`config.mk`:
```
export PLATFORM = sky130hd
export DESIGN_NAME = hamming_minmax_engine
export DESIGN_NICKNAME = d
export VERILOG_FILES = /design/src/rtl/hamming_pkg.sv /design/src/rtl/hamming_minmax_engine_popcount.sv /design/src/rtl/hamming_minmax_engine.sv
export SDC_FILE = /design/constraint.sdc
export NUM_CORES = 1
export LEC_CHECK = 0
export CAP_MARGIN = 20
export CORE_UTILIZATION = 42
export DETAILED_ROUTE_END_ITERATION = 8
export GPL_TIMING_DRIVEN = 1
export PLACE_DENSITY = 0.65
export SYNTH_ARGS = -nofsm -noshare
export SYNTH_HDL_FRONTEND = slang
export SYNTH_HIERARCHICAL = 1
export SYNTH_SLANG_ARGS = --single-unit
```
`constraint.sdc`:
```
create_clock -name clk -period 20.4 [get_ports clk]
set_input_delay 3.06 -clock clk [delete_from_list [all_inputs] [get_ports clk]]
set_output_delay 3.06 -clock clk [all_outputs]
set_load 0.05 [all_outputs]
```
`src/rtl/hamming_pkg.sv`:
```
// rtl/hamming_pkg.sv - shared state encoding and result byte offsets
package hamming_pkg;

  typedef enum logic [2:0] {IDLE, LOAD, COMPARE, WRITE, DONE} hm_state_t;

  localparam logic [2:0] RES_MIN  = 3'd0;
  localparam logic [2:0] RES_MAX  = 3'd1;
  localparam logic [2:0] RES_MINJ = 3'd2;
  localparam logic [2:0] RES_MINK = 3'd3;
  localparam logic [2:0] RES_MAXJ = 3'd4;
  localparam logic [2:0] RES_MAXK = 3'd5;

endpackage

```
`src/rtl/hamming_minmax_engine_popcount.sv`:
```
// rtl/hamming_minmax_engine_popcount.sv - combinational population count of a W-bit word
module popcount_w #(
  parameter int W = 16
) (
  input  logic [W-1:0]           din,
  output logic [$clog2(W+1)-1:0] count
);

  localparam int DW = $clog2(W+1);

  always_comb begin
    count = '0;
    for (int i = 0; i < W; i++) begin
      count = count + DW'(din[i]);
    end
  end

endmodule

```
`src/rtl/hamming_minmax_engine.sv`:
```
// rtl/hamming_minmax_engine.sv - min/max pairwise Hamming distance over N words in byte memory
module hamming_minmax_engine
  import hamming_pkg::*;
#(
  parameter int W        = 16,
  parameter int N        = 32,
  parameter int AW       = 8,
  parameter int SRC_BASE = 0,
  parameter int RES_BASE = 64
) (
  input  logic          clk,
  input  logic          reset,
  input  logic          start,
  output logic          done,
  output logic [AW-1:0] mem_addr,
  input  logic [7:0]    mem_rd_data,
  output logic          mem_wr_en,
  output logic [7:0]    mem_wr_data
);

  localparam int B  = W / 8;
  localparam int DW = $clog2(W + 1);
  localparam int IW = $clog2(N);
  localparam int NB = N * B;

  if (DW > 8 || IW > 8 || (W % 8) != 0 || N < 2) begin : g_bad_params
    $error("hamming_minmax_engine: unsupported W/N combination");
  end

  hm_state_t         state, nstate;
  logic [15:0]       cnt;
  logic [IW-1:0]     j, k;
  logic [N*W-1:0]    regfile;
  logic [DW-1:0]     min_d, max_d, d;
  logic [IW-1:0]     min_j, min_k, max_j, max_k;
  logic [W-1:0]      word_j, word_k;
  logic              last_pair, first_pair;

  // Word 0 ends up in the top slice because bytes shift in from the bottom.
  assign word_j     = regfile[(N - 1 - int'(j)) * W +: W];
  assign word_k     = regfile[(N - 1 - int'(k)) * W +: W];
  assign last_pair  = (j == IW'(N - 2)) && (k == IW'(N - 1));
  assign first_pair = (j == '0) && (k == IW'(1));

  popcount_w #(.W(W)) u_popcount (
    .din   (word_j ^ word_k),
    .count (d)
  );

  always_ff @(posedge clk or posedge reset) begin
    if (reset) state <= IDLE;
    else       state <= nstate;
  end

  always_comb begin
    nstate = state;
    case (state)
      IDLE:    if (!start)             nstate = LOAD;
      LOAD:    if (cnt == 16'(NB))     nstate = COMPARE;
      COMPARE: if (last_pair)          nstate = WRITE;
      WRITE:   if (cnt == 16'd5)       nstate = DONE;
      DONE:    if (start)              nstate = IDLE;
      default:                         nstate = IDLE;
    endcase
  end

  always_comb begin
    done        = (state == DONE);
    mem_wr_en   = (state == WRITE);
    mem_wr_data = '0;
    if (state == WRITE) begin
      case (cnt[2:0])
        RES_MIN:  mem_wr_data = 8'(min_d);
        RES_MAX:  mem_wr_data = 8'(max_d);
        RES_MINJ: mem_wr_data = 8'(min_j);
        RES_MINK: mem_wr_data = 8'(min_k);
        RES_MAXJ: mem_wr_data = 8'(max_j);
        RES_MAXK: mem_wr_data = 8'(max_k);
        default:  mem_wr_data = '0;
      endcase
    end
  end

  always_ff @(posedge clk or posedge reset) begin
    if (reset) begin
      cnt      <= '0;
      j        <= '0;
      k        <= '0;
      regfile  <= '0;
      min_d    <= '0;
      max_d    <= '0;
      min_j    <= '0;
      min_k    <= '0;
      max_j    <= '0;
      max_k    <= '0;
      mem_addr <= '0;
    end else begin
      case (state)
        IDLE: begin
          cnt   <= '0;
          j     <= '0;
          k     <= IW'(1);
          min_d <= DW'(W);
          max_d <= '0;
          min_j <= '0;
          min_k <= '0;
          max_j <= '0;
          max_k <= '0;
          if (!start) mem_addr <= AW'(SRC_BASE);
        end
        LOAD: begin
          cnt <= cnt + 16'd1;
          if (cnt != '0) regfile <= {regfile[N*W-9:0], mem_rd_data};
          if (cnt < 16'(NB - 1)) mem_addr <= AW'(SRC_BASE + int'(cnt) + 1);
        end
        COMPARE: begin
          // The first pair is taken unconditionally so ties resolve to (0,1).
          if (first_pair || d < min_d) begin
            min_d <= d;
            min_j <= j;
            min_k <= k;
          end
          if (first_pair || d > max_d) begin
            max_d <= d;
            max_j <= j;
            max_k <= k;
          end
          if (k == IW'(N - 1)) begin
            j <= j + IW'(1);
            k <= j + IW'(2);
          end else begin
            k <= k + IW'(1);
          end
          if (last_pair) begin
            cnt      <= '0;
            mem_addr <= AW'(RES_BASE);
          end
        end
        WRITE: begin
          cnt <= cnt + 16'd1;
          if (cnt < 16'd5) mem_addr <= AW'(RES_BASE + int'(cnt) + 1);
        end
        default: ;
      endcase
    end
  end

endmodule
```
# Yosys cells after proc, flatten, opt, wreduce, memory -nomap -nowiden
# Cells that the tools add are included.
[word_totals]
register_bits = 579
latchBits = 0
ramBits = 0
rom_bits = 0
inputBits = 11
out_inout_bits = 18
wordCells = 117
mem_count = 0
[classes]
add_sub_neg = 24
n_mul = 0
n_div = 0
magnitude_cmp = 4
n_eq_ne = 24
shifts = 2
n_mux = 31
bitwise_logic = 1
n_reduce_logical = 19
[op_table]
columns = ["operator", "count"]
rows = [
  ["512-bit by 10-bit variable part select with 16-bit output", 2],
  ["5-bit case mux with 2 select lines", 8],
  ["5-bit by 1-bit adder with 5-bit output", 14],
  ["16-bit case mux with 3 select lines", 1],
  ["5-bit two-way mux", 9],
  ["8-bit two-way mux", 4],
  ["8-bit case mux with 4 select lines", 1],
  ["5-bit case mux with 6 select lines", 1],
  ["16-bit by 1-bit adder with 16-bit output (second input constant)", 1],
  ["8-bit by 1-bit adder with 8-bit output (second input constant)", 2],
  ["16-bit by 3-bit equality test with 1-bit output (second input constant)", 1],
  ["16-bit by 7-bit equality test with 1-bit output (second input constant)", 1],
  ["16-bit by 3-bit less-than comparator with 1-bit output (second input constant)", 1],
  ["16-bit by 6-bit less-than comparator with 1-bit output (second input constant)", 1],
  ["16-bit two-way mux", 1],
  ["2-bit != test (second input constant)", 8],
  ["16-bit nonzero test", 1],
  ["16-bit bitwise XOR", 1],
  ["3-bit two-way mux", 5],
  ["3-bit case mux with 5 select lines", 1],
  ["3-bit by 2-bit equality test with 1-bit output (second input constant)", 4],
  ["5-bit by 5-bit subtractor with 6-bit output (first input constant)", 2],
  ["5-bit by 1-bit adder with 5-bit output (second input constant)", 2],
  ["5-bit equality test (second input constant)", 2],
  ["other kinds (19)", 31],
]

# Longest topological paths before layout
# Gate-level depths: netlist of the first run.
[depth]
ltp_word = 22
ltp_mapped = 31
depth_no_buf = 25

# By module
# Netlist of the first run, hierarchy kept.
[by_module_without_submodules]
columns = ["mod", "instances", "cells_each", "area_per_inst_um2", "seq_area_each_um2"]
rows = [
  ["hamming_minmax_engine", 1, 2074, 30988.5, 14488.9],
  ["popcount_w", 1, 47, 407.9, 0.0],
]

# Worst setup path before layout of the first run
# OpenSTA, ideal clock, no wires.
[synth_timing]
path_kind = "flip-flop to flip-flop"
from = "register k[0]"
to = "register max_k[4]"
setup_ps = 67
t_arrival_ps = 6689
required_ps = 20333
setup_slack_ps = 13644
stages_incl_launch_ff = 25
n_path_buf = 3
synth_period_minus_slack_ps = 6756
cell_sequence = "dfrtp_1 -> buf_4 -> buf_2 -> mux4_2 -> mux4_2 -> mux2i_1 -> xor2_1 -> inv_1 -> fa_1 -> fa_1 -> fa_1 -> fa_1 -> inv_1 -> ha_1 -> inv_1 -> fa_1 -> xnor2_1 -> ha_1 -> a21o_1 -> a21o_1 -> a211oi_1 -> o21a_1 -> nand2b_1 -> clkbuf_1 -> a22o_1"
[synth_between]
elab_chain_cells = 22
word_cells_on_any_way = 24
cone_classes = "add/sub: 16; order compare: 1; eq/ne: 2; shift: 1; bitwise: 1; reduce/logical: 3"
[synth_rtl]
columns = ["element", "line_no", "text"]
rows = [
  ["start, declared", "hamming_minmax_engine.sv:32", "logic [IW-1:0] j, k;"],
  ["start signal, assigned", "hamming_minmax_engine.sv:130", "k <= j + IW'(2);"],
  ["start signal, assigned", "hamming_minmax_engine.sv:132", "k <= k + IW'(1);"],
  ["5-bit by 5-bit subtractor with 6-bit output *", "hamming_minmax_engine.sv:41", "assign word_k = regfile[(N - 1 - int'(k)) * W +: W];"],
  ["512-bit by 10-bit variable part select with 16-bit output *", "hamming_minmax_engine.sv:41", ""],
  ["16-bit bitwise XOR *", "hamming_minmax_engine.sv:46", ".din (word_j ^ word_k),"],
  ["1-bit by 1-bit adder with 2-bit output", "hamming_minmax_engine_popcount.sv:14", "count = count + DW'(din[i]);"],
  ["5-bit by 1-bit adder with 5-bit output (13 in series)", "hamming_minmax_engine_popcount.sv:14", ""],
  ["5-bit by 1-bit adder with 5-bit output *", "hamming_minmax_engine_popcount.sv:14", ""],
  ["named net d[2]", "hamming_minmax_engine.sv:34", "logic [DW-1:0] min_d, max_d, d;"],
  ["5-bit greater-than comparator *", "hamming_minmax_engine.sv:123", "if (first_pair || d > max_d) begin"],
  ["1-bit logical OR *", "hamming_minmax_engine.sv:123", ""],
  ["2-bit != test (no line) *", "--", ""],
  ["2-bit AND reduction (no line) *", "--", ""],
  ["end signal, assigned", "hamming_minmax_engine.sv:126", "max_k <= k;"],
  ["end, declared", "hamming_minmax_engine.sv:35", "logic [IW-1:0] min_j, min_k, max_j, max_k;"],
]
# Mark *: on every way through the listed nets, which the timed path passes. The rest lies on a longest branch.
# A chain may end at the register's enable or synchronous reset.

# Worst setup path after layout of the first run
[layout_timing]
from = "register j[0]"
to = "register max_k[2]"
[layout_between]
elab_chain_cells = 22
word_cells_on_any_way = 24
cone_classes = "add/sub: 16; order compare: 1; eq/ne: 1; shift: 1; bitwise: 1; reduce/logical: 4"
[layout_rtl]
columns = ["element", "line_no", "text"]
rows = [
  ["start, declared", "hamming_minmax_engine.sv:32", ""],
  ["start signal, assigned", "hamming_minmax_engine.sv:129", "j <= j + IW'(1);"],
  ["5-bit by 5-bit subtractor with 6-bit output *", "hamming_minmax_engine.sv:40", "assign word_j = regfile[(N - 1 - int'(j)) * W +: W];"],
  ["512-bit by 10-bit variable part select with 16-bit output *", "hamming_minmax_engine.sv:40", ""],
  ["16-bit bitwise XOR *", "hamming_minmax_engine.sv:46", ""],
  ["1-bit by 1-bit adder with 2-bit output", "hamming_minmax_engine_popcount.sv:14", ""],
  ["5-bit by 1-bit adder with 5-bit output (13 in series)", "hamming_minmax_engine_popcount.sv:14", ""],
  ["5-bit by 1-bit adder with 5-bit output *", "hamming_minmax_engine_popcount.sv:14", ""],
  ["named net d[2]", "hamming_minmax_engine.sv:34", ""],
  ["5-bit greater-than comparator *", "hamming_minmax_engine.sv:123", ""],
  ["1-bit logical OR *", "hamming_minmax_engine.sv:123", ""],
  ["2-bit != test (no line) *", "--", ""],
  ["2-bit AND reduction (no line) *", "--", ""],
]
# Marks and branches as above.

==> results of run 1 <==
power by group through the flow:
stage          Combinational, µW  Clock [µW]  Sequential, µW
3_5_place_dp                1700           0            1970
4_1_cts                     1710        1220            1950
2_1_floorplan               1520           0            1820
3_3_place_gp                1650           0            1940
6_report                    1690        1190            1960
5_1_grt                     1820        1260            2020
stage by stage:
stage,cell area [µm²],power [µW]
final,34400,4840
after global routing,34400,5110
after CTS,34300,4870
after detailed placement,32200,3670
after global placement,32200,3580
after floorplan,31400,3340
worst reg2reg max path: stages (launching register included):
cell	delay [ns]
dfrtp_4	0.80
buf_4	0.65
buf_4	0.82
mux4_2	0.67
mux4_2	0.49
o221ai_1	0.22
xor2_1	0.24
inv_1	0.10
fa_1	0.65
fa_1	0.47
fa_1	0.56
fa_1	0.43
inv_1	0.08
ha_1	0.17
inv_1	0.07
fa_1	0.46
xnor2_1	0.34
ha_1	0.32
a21o_1	0.18
a21o_1	0.17
a211oi_1	0.22
o21a_1	0.17
nand2b_1	0.47
a22o_1	0.23
placed cells by master, fill, tap and decap left out, drive strengths merged, types with 34 or more instances in the layout:
cell type,instances
dfrtp,579
mux2,520
mux4,264
mux2i,103
clkbuf,85
inv,53
nand2,52
nor2,50
o21ai,42
buf,34
layer usage:
metal / vias to the layer above / track usage / wire [µm] / part of all wire
met2: 455 / 0.303 / 34000 / 0.48
met3: 99 / 0.0273 / 3460 / 0.049
li1: 8034 / - / - / -
met5: - / 0 / 0 / 0
met1: 9957 / 0.279 / 31900 / 0.45
met4: 0 / 0.0470 / 1340 / 0.019
layout make-up:
| class | count | area, µm² | share of cell area |
|---|---|---|---|
| Multi-Input combinational cell | 1318 | 15800 | 0.458 |
| Clock inverter | 29 | 414 | 0.0120 |
| Timing Repair Buffer | 59 | 591 | 0.0172 |
| Clock buffer | 85 | 1760 | 0.0510 |
| Inverter | 53 | 206 | 0.00600 |
| Tap cell | 959 | 1200 | 0.0349 |
| Sequential cell | 579 | 14500 | 0.421 |
worst min path at each step:
stage                start          end  slack, ns  depth (start not counted)
2_1_floorplan     min_j[3]     min_j[3]       0.47                          1
3_3_place_gp   mem_addr[6]  mem_addr[6]       0.46                          1
6_report       mem_addr[6]  mem_addr[6]       0.47                          1
3_5_place_dp   mem_addr[6]  mem_addr[6]       0.47                          1
4_1_cts        mem_addr[6]  mem_addr[6]       0.48                          1
5_1_grt        mem_addr[7]  mem_addr[7]       0.51                          1
logic make-up (layout without fill, tap and decap cells):
logic type                 Yosys count  after routing  share of synthesized area
DFF                                579            579                      0.461
AOI/OAI and AO/OA                  183            183                     0.0399
adders and majority gates           37             37                     0.0171
xor gates and xnor gates            32             32                    0.00893
buffers and inverters              226            226                     0.0374
other                                1              3                   0.000119
and+or+nand+nor                    176            176                     0.0263
muxes                              887            887                      0.409
==> flow_summary.json, run 1 <==
{
  "yosys-top-cells-area": "dfrtp_1, mux4_2, mux2_2",
  "dp_slack_ns": 11.32,
  "pwr-share-comb": 0.350,
  "yosysMostFrequentCell": "dfrtp_1",
  "htreeDepth": 2,
  "power_density_mw_per_mm2": 141,
  "hold_class": "reg2reg",
  "synth_edf_count": 0,
  "path_clk_slew_ns": 0.06,
  "antenna_left": 0,
  "cts_hold_buf": 0,
  "status": "finished clean",
  "numPlacedInstances": 2965,
  "largest-register": "regfile",
  "initial_core_util": 0.427,
  "layout.cells.non_filler": 3082,
  "grt.total_usage": 0.192,
  "synth-seq-area-share": 0.461,
  "cts_sinks": 579,
  "die_h_um": 275,
  "crit_type": "reg2reg",
  "post-route-drc-count": 0,
  "hold_ws_ns": 0.474,
  "worst_slack_ns": 11.34,
  "netlist.area_leader.share": 0.461,
  "finalCoreUtilization": 0.469,
  "endpoint_kind": "flip-flop",
  "cp-endpoint": "max_k[2]",
  "rsz0062_at_grt": "no",
  "ctsResizeCount": 0,
  "required_ns": 20.96,
  "core_mm2": 0.0735,
  "grt-ovfl-total": 0,
  "reg2reg_slack_ns": 11.34,
  "slowest_delay_ns": 0.80,
  "slew_viol_final": 0,
  "r2r_start": "j[0]",
  "leakagePower_uw": 0.0140,
  "die_area_mm2": 0.0759,
  "rows": 99,
  "drtIter0Drc": 1370,
  "worstPathCellList": "buf_4 > buf_4 > mux4_2 > mux4_2 > o221ai_1 > xor2_1 > inv_1 > fa_1 > fa_1 > fa_1 > fa_1 > inv_1 > ha_1 > inv_1 > fa_1 > xnor2_1 > ha_1 > a21o_1 > a21o_1 > a211oi_1 > o21a_1 > nand2b_1 > a22o_1",
  "peakVddDrop_v": 0.000154,
  "finalSetupTns_ns": 0,
  "numPortBuffers": 25,
  "arrival_ns": 9.61,
  "slew_headroom": 0.219,
  "vias": 18545,
  "timing_hold_violations_final": 0,
  "clock_skew_ns": 0.0314,
  "largest_register_ffs": 512,
  "ys_seq_elements": 579,
  "cpMaxStageDelayCell": "dfrtp_4",
  "synthCells": 2121,
  "seq_power_share": 0.404,
  "cts-root-buf": "clkbuf_16",
  "firstDrtPassIters": 8,
  "yosys-top-cells-count": "dfrtp_1, mux2_2, mux4_2, mux2i_1, buf_4",
  "synth_warnings": 6,
  "num-nets-final": 2119,
  "ys.flop_type": "dfrtp_1",
  "intPower_uw": 3300,
  "ff2ff_path_depth": 23,
  "vias_per_cell": 6.02,
  "crit_buf_inv": 5,
  "cts_inserted_buffers": 60,
  "grt_pass1_vias": 19302,
  "grt_max_degree": 197,
  "r2r-end": "max_k[2]",
  "drv_cap": 0,
  "ios": 29,
  "crit_top_cell": "fa_1",
  "drive_gt1_frac": 0.443,
  "areaGrowthSynthToFinish_pct": 9.66,
  "clock_path_buffers": 3,
  "fmax_mhz": 110,
  "synth_async_sr_flop_share": 1.00,
  "critPathMaxFanout": 43,
  "post-cts-setup-buffers": 0,
  "top_regs": "regfile (512), cnt (16), mem_addr (8)",
  "fillCellCount": 6375,
  "fin_crit_ns": 9.06,
  "die-width_um": 275,
  "worstMarginPinSlew_ns": 1.17,
  "hpwl_um": 44700,
  "gp_congestion": 0.815,
  "avgSynthCellArea_um2": 14.8,
  "wire_per_inst_um": 23.0,
  "wl_um": 70800,
  "pwr-share-clk": 0.246,
  "clk_latency_ns": 0.64,
  "setup_violations": 0,
  "cts_tree": "done",
  "antenna_cells": 0,
  "worstSetupStartpointType": "flip-flop",
  "crit_family": "adder cells",
  "switchingPower_uw": 1530,
  "synthesis.area_mm2": 0.0314,
  "antenna_found_initial": 0,
  "grt_first_pass_wirelength_um": 114000,
  "crit_start": "j[0]",
  "synth_cell_types": 60,
  "fin_crit_sh": 0.444,
  "cp_num_cells": 23,
  "yosysTopAreaCell": "dfrtp_1",
  "switching_share": 0.317
}
No activity file was read; power rests on OpenSTA's default activity.
==> inputs of run 2 (changes only) <==
--- a/config.mk
+++ b/config.mk
@@ -9,7 +9,7 @@
 export CORE_UTILIZATION = 42
 export DETAILED_ROUTE_END_ITERATION = 8
 export GPL_TIMING_DRIVEN = 1
-export PLACE_DENSITY = 0.65
+export PLACE_DENSITY = 0.63
 export SYNTH_ARGS = -nofsm -noshare
 export SYNTH_HDL_FRONTEND = slang
 export SYNTH_HIERARCHICAL = 1
==> constraint.sdc (replaced) <==
create_clock -name clk -period 9.1 [get_ports clk]
set_input_delay 1.365 -clock clk [delete_from_list [all_inputs] [get_ports clk]]
set_output_delay 1.365 -clock clk [all_outputs]
set_load 0.05 [all_outputs]
==> flow_summary.json, run 2 (synthesis results as in run 1) <==
{
  "fmax_mhz": 128,
  "die_h_um": 275,
  "worstPathCellList": "buf_4 > mux4_2 > mux4_2 > o21ai_0 > xor2_1 > inv_1 > fa_1 > fa_1 > fa_1 > fa_1 > inv_1 > ha_1 > inv_1 > fa_1 > xnor2_1 > ha_1 > a21o_1 > a21o_1 > a211oi_1 > o21a_1 > nand2b_1 > a22o_1",
  "whs_path_depth": 1,
  "fillCellCount": 6296,
  "layout.cells.non_filler": 3095,
  "timing_hold_violations_final": 0,
  "drtIter0Drc": 1226,
  "vias_per_cell": 6.00,
  "hpwl_um": 45800,
  "areaGrowthSynthToFinish_pct": 9.90,
  "cts_inserted_buffers": 67,
  "hold_ws_ns": 0.495,
  "gp_congestion": 0.824,
  "fin_crit_sh": 0.856,
  "rsz0062_at_grt": "no",
  "largest_register_ffs": 512,
  "drive_gt1_frac": 0.441,
  "drv_cap": 0,
  "cts-root-buf": "clkbuf_16",
  "dp_slack_ns": 1.28,
  "endpoint_kind": "flip-flop",
  "slew_headroom": 0.228,
  "grt_pass1_vias": 19553,
  "worst_slack_ns": 1.31,
  "die_area_mm2": 0.0759,
  "ctsResizeCount": 0,
  "crit_type": "reg2reg",
  "grt.total_usage": 0.195,
  "grt-ovfl-total": 0,
  "firstDrtPassIters": 5,
  "rows": 99,
  "multi_input_area_mm2": 0.0158,
  "worstSetupStartpointType": "flip-flop",
  "crit_buf_inv": 4,
  "p_total_uw": 10800,
  "final_cell_mix": "dfrtp_1, mux2_2, mux4_2",
  "core_mm2": 0.0735,
  "wire_per_inst_um": 23.0,
  "crit_family": "adder cells",
  "slowest_delay_ns": 0.87,
  "top_regs": "regfile (512), cnt (16), mem_addr (8)",
  "leakagePower_uw": 0.0140,
  "num-nets-final": 2136,
  "antenna_cells": 0,
  "crit_top_cell": "fa_1",
  "path_clk_slew_ns": 0.06,
  "htreeDepth": 3,
  "grt_max_degree": 190,
  "hold_class": "reg2reg",
  "antenna_left": 0,
  "ios": 29,
  "layout_commonest_cell": "dfrtp_1",
  "peakVddDrop_v": 0.000333,
  "clk_latency_ns": 0.61,
  "arrival_ns": 8.31,
  "grt_first_pass_wirelength_um": 115000,
  "slew_viol_final": 0,
  "cts_tree": "done",
  "numPlacedInstances": 2977,
  "die-width_um": 275,
  "ff2ff_path_depth": 22,
  "cts_sinks": 579,
  "largest-register": "regfile",
  "worstMarginPinSlew_ns": 1.16,
  "status": "finished clean",
  "power_density_mw_per_mm2": 313,
  "numPortBuffers": 25,
  "antenna_found_initial": 1,
  "setup_violations": 0,
  "fin_crit_ns": 7.79,
  "cpMaxStageDelayCell": "dfrtp_4",
  "cp_num_cells": 22,
  "critPathMaxFanout": 33,
  "seq_area_mm2": 0.0145,
  "clock_skew_ns": 0.0241,
  "post-cts-setup-buffers": 0,
  "vias": 18567,
  "clock_path_buffers": 3,
  "initial_core_util": 0.427,
  "cts_hold_buf": 0,
  "post-route-drc-count": 0,
  "wl_um": 71200,
  "required_ns": 9.62
}
[run 2: report_power, final]
group | switching [µW] | internal (µW) | total [µW]
clock | 1070 | 1560 | 2630
combinational | 1470 | 2320 | 3790
sequential | 900 | 3480 | 4390
[run 2: final cells by class]
cell class	instances	area share
inverters	53	0.00587
well taps	959	0.0348
multi-input cells	1318	0.457
repair buffers	69	0.0201
flip-flops and latches	579	0.420
clock inverters	14	0.00475
clock buffers	103	0.0575
[run 2: layer usage]
metal / routed length (µm) / global-route usage
met5: 0 / 0
met4: 2040 / 0.0683
met3: 3020 / 0.0298
met2: 34200 / 0.311
met1: 31900 / 0.272
[run 2: per-stage QoR]
stage          setup TNS (ns)  instance area (µm²)  utilization
2_1_floorplan          -89.45                31400            -
3_3_place_gp                0                32300        0.440
3_5_place_dp                0                32300        0.440
4_1_cts                     0                34500        0.469
5_1_grt                     0                34500        0.470
6_report                    0                34500        0.470
[run 2: worst paths after layout]
kind                                  start           end  slack, ns
min in group asynchronous             reset       cnt[14]       1.17
max in group asynchronous             reset  regfile[441]       5.97
worst max register to register         k[0]      max_j[3]       1.31
worst min register to register  mem_addr[7]   mem_addr[7]       0.50
worst max-delay path                   k[0]      max_j[3]       1.31
worst min-delay path            mem_addr[7]   mem_addr[7]       0.50
==> inputs of run 3 (changes only) <==
--- a/config.mk
+++ b/config.mk
@@ -5,8 +5,9 @@
 export SDC_FILE = /design/constraint.sdc
 export NUM_CORES = 1
 export LEC_CHECK = 0
-export CAP_MARGIN = 20
+export CAP_MARGIN = 10
 export CORE_UTILIZATION = 42
+export CTS_CLUSTER_SIZE = 10
 export DETAILED_ROUTE_END_ITERATION = 8
 export GPL_TIMING_DRIVEN = 1
 export PLACE_DENSITY = 0.63
==> flow_summary.json, run 3 (synthesis results as in run 1) <==
{
  "cts_sinks": 579,
  "arrival_ns": 8.38,
  "status": "finished clean",
  "worst_slack_ns": 1.25,
  "grt_pass1_vias": 19576,
  "path_clk_slew_ns": 0.06,
  "grt_max_degree": 190,
  "clock_path_buffers": 3,
  "intPower_uw": 7340,
  "hold_class": "reg2reg",
  "wire_per_inst_um": 23.2,
  "wl_um": 71300,
  "die_h_um": 275,
  "final_cell_mix": "dfrtp_1, mux2_2, mux4_2",
  "dp_slack_ns": 1.28,
  "areaGrowthSynthToFinish_pct": 9.58,
  "layout_commonest_cell": "dfrtp_1",
  "crit_family": "adder cells",
  "grt-ovfl-total": 0,
  "setup_violations": 0,
  "grt.total_usage": 0.195,
  "antenna_cells": 0,
  "fin_crit_ns": 7.85,
  "top_regs": "regfile (512), cnt (16), mem_addr (8)",
  "htreeDepth": 3,
  "firstDrtPassIters": 7,
  "slowest_delay_ns": 0.88,
  "switchingPower_uw": 3420,
  "hpwl_um": 45800,
  "endpoint_kind": "flip-flop",
  "seq_power_share": 0.408,
  "reg2reg_slack_ns": 1.25,
  "initial_core_util": 0.427,
  "cpMaxStageDelayCell": "dfrtp_4",
  "core_mm2": 0.0735,
  "fmax_mhz": 127,
  "cts_inserted_buffers": 70,
  "worstMarginPinSlew_ns": 1.06,
  "gp_congestion": 0.824,
  "cts_hold_buf": 0,
  "largest-register": "regfile",
  "vias_per_cell": 6.03,
  "pwr-share-clk": 0.240,
  "grt_first_pass_wirelength_um": 115000,
  "num-nets-final": 2138,
  "peakVddDrop_v": 0.000332,
  "leakagePower_uw": 0.0140,
  "worstSetupStartpointType": "flip-flop",
  "clock_skew_ns": 0.0283,
  "worstPathCellList": "buf_12 > mux4_2 > mux4_2 > mux2i_1 > xor2_1 > inv_1 > fa_1 > fa_1 > fa_1 > fa_1 > inv_1 > ha_1 > inv_1 > fa_1 > xnor2_1 > ha_1 > a21o_1 > a21o_1 > a211oi_1 > o21a_1 > nand2b_1 > a22o_1",
  "crit_top_cell": "fa_1",
  "crit_type": "reg2reg",
  "antenna_left": 0,
  "fin_crit_sh": 0.863,
  "drtIter0Drc": 1350,
  "post-route-drc-count": 0,
  "drv_cap": 0,
  "ctsResizeCount": 0,
  "vias": 18565,
  "pwr-share-comb": 0.352,
  "die-width_um": 275,
  "cts_tree": "done",
  "slew_headroom": 0.278,
  "rsz0062_at_grt": "no",
  "rows": 99,
  "slew_viol_final": 0,
  "cts-root-buf": "clkbuf_16",
  "power_density_mw_per_mm2": 313,
  "switching_share": 0.318,
  "numPortBuffers": 25,
  "finalCoreUtilization": 0.468,
  "timing_hold_violations_final": 0,
  "critPathMaxFanout": 33,
  "crit_buf_inv": 4,
  "die_area_mm2": 0.0759,
  "required_ns": 9.63,
  "finalSetupTns_ns": 0,
  "largest_register_ffs": 512,
  "post-cts-setup-buffers": 0,
  "fillCellCount": 6308,
  "clk_latency_ns": 0.60,
  "antenna_found_initial": 0,
  "ios": 29,
  "drive_gt1_frac": 0.439
}
-- run 3: path summary, 6_finish.rpt --
check / from / endpoint / depth (start not counted)
worst max-delay path: k[0] / max_j[3] / 22
worst min-delay path: mem_addr[7] / mem_addr[7] / 1
worst max register to register: k[0] / max_j[3] / 22
worst min register to register: mem_addr[7] / mem_addr[7] / 1
max in group asynchronous: reset / regfile[121] / 4
min in group asynchronous: reset / regfile[260] / 2
-- run 3: metal layers --
| metal | up-vias | track usage | routed length, µm |
|---|---|---|---|
| li1 | 8059 | - | - |
| met1 | 9981 | 0.271 | 32000 |
| met2 | 403 | 0.313 | 34200 |
| met3 | 122 | 0.0328 | 3260 |
| met4 | 0 | 0.0627 | 1890 |
| met5 | - | 0 | 0 |
-- run 3: worst register-to-register path, stage by stage (launching register included) --
cell	delay [ns]
dfrtp_4	0.88
buf_12	0.39
mux4_2	0.56
mux4_2	0.50
mux2i_1	0.18
xor2_1	0.30
inv_1	0.12
fa_1	0.57
fa_1	0.48
fa_1	0.52
fa_1	0.41
inv_1	0.07
ha_1	0.17
inv_1	0.07
fa_1	0.46
xnor2_1	0.33
ha_1	0.32
a21o_1	0.18
a21o_1	0.17
a211oi_1	0.25
o21a_1	0.18
nand2b_1	0.46
a22o_1	0.24
-- run 3: layout make-up --
cell class	count	area, µm²	share of cell area
timing repair buffer	68	673	0.0196
sequential	579	14500	0.422
clock buffer	98	2030	0.0591
multi-input combinational	1318	15800	0.458
inverter	53	203	0.00589
clock inverter	3	33.8	0.000982
tap	959	1200	0.0349
-- run 3: power by group through the flow --
stage / Sequential (µW) / Clock [µW] / Combinational [µW]
floorplan: 4080 / 0 / 3410
global placement: 4360 / 0 / 3700
detailed placement: 4420 / 0 / 3810
CTS: 4380 / 2660 / 3830
global route: 4540 / 2770 / 4080
finish: 4390 / 2580 / 3790
-- run 3: metrics by stage --
step	instances	hold slack (ns)	total power [µW]	cell area [µm²]
2_1_floorplan	2123	0.466	7490	31400
3_3_place_gp	2977	0.460	8060	32300
3_5_place_dp	2977	0.487	8230	32300
4_1_cts	3078	0.499	10900	34400
5_1_grt	3078	0.526	11400	34400
6_report	3078	0.495	10800	34400
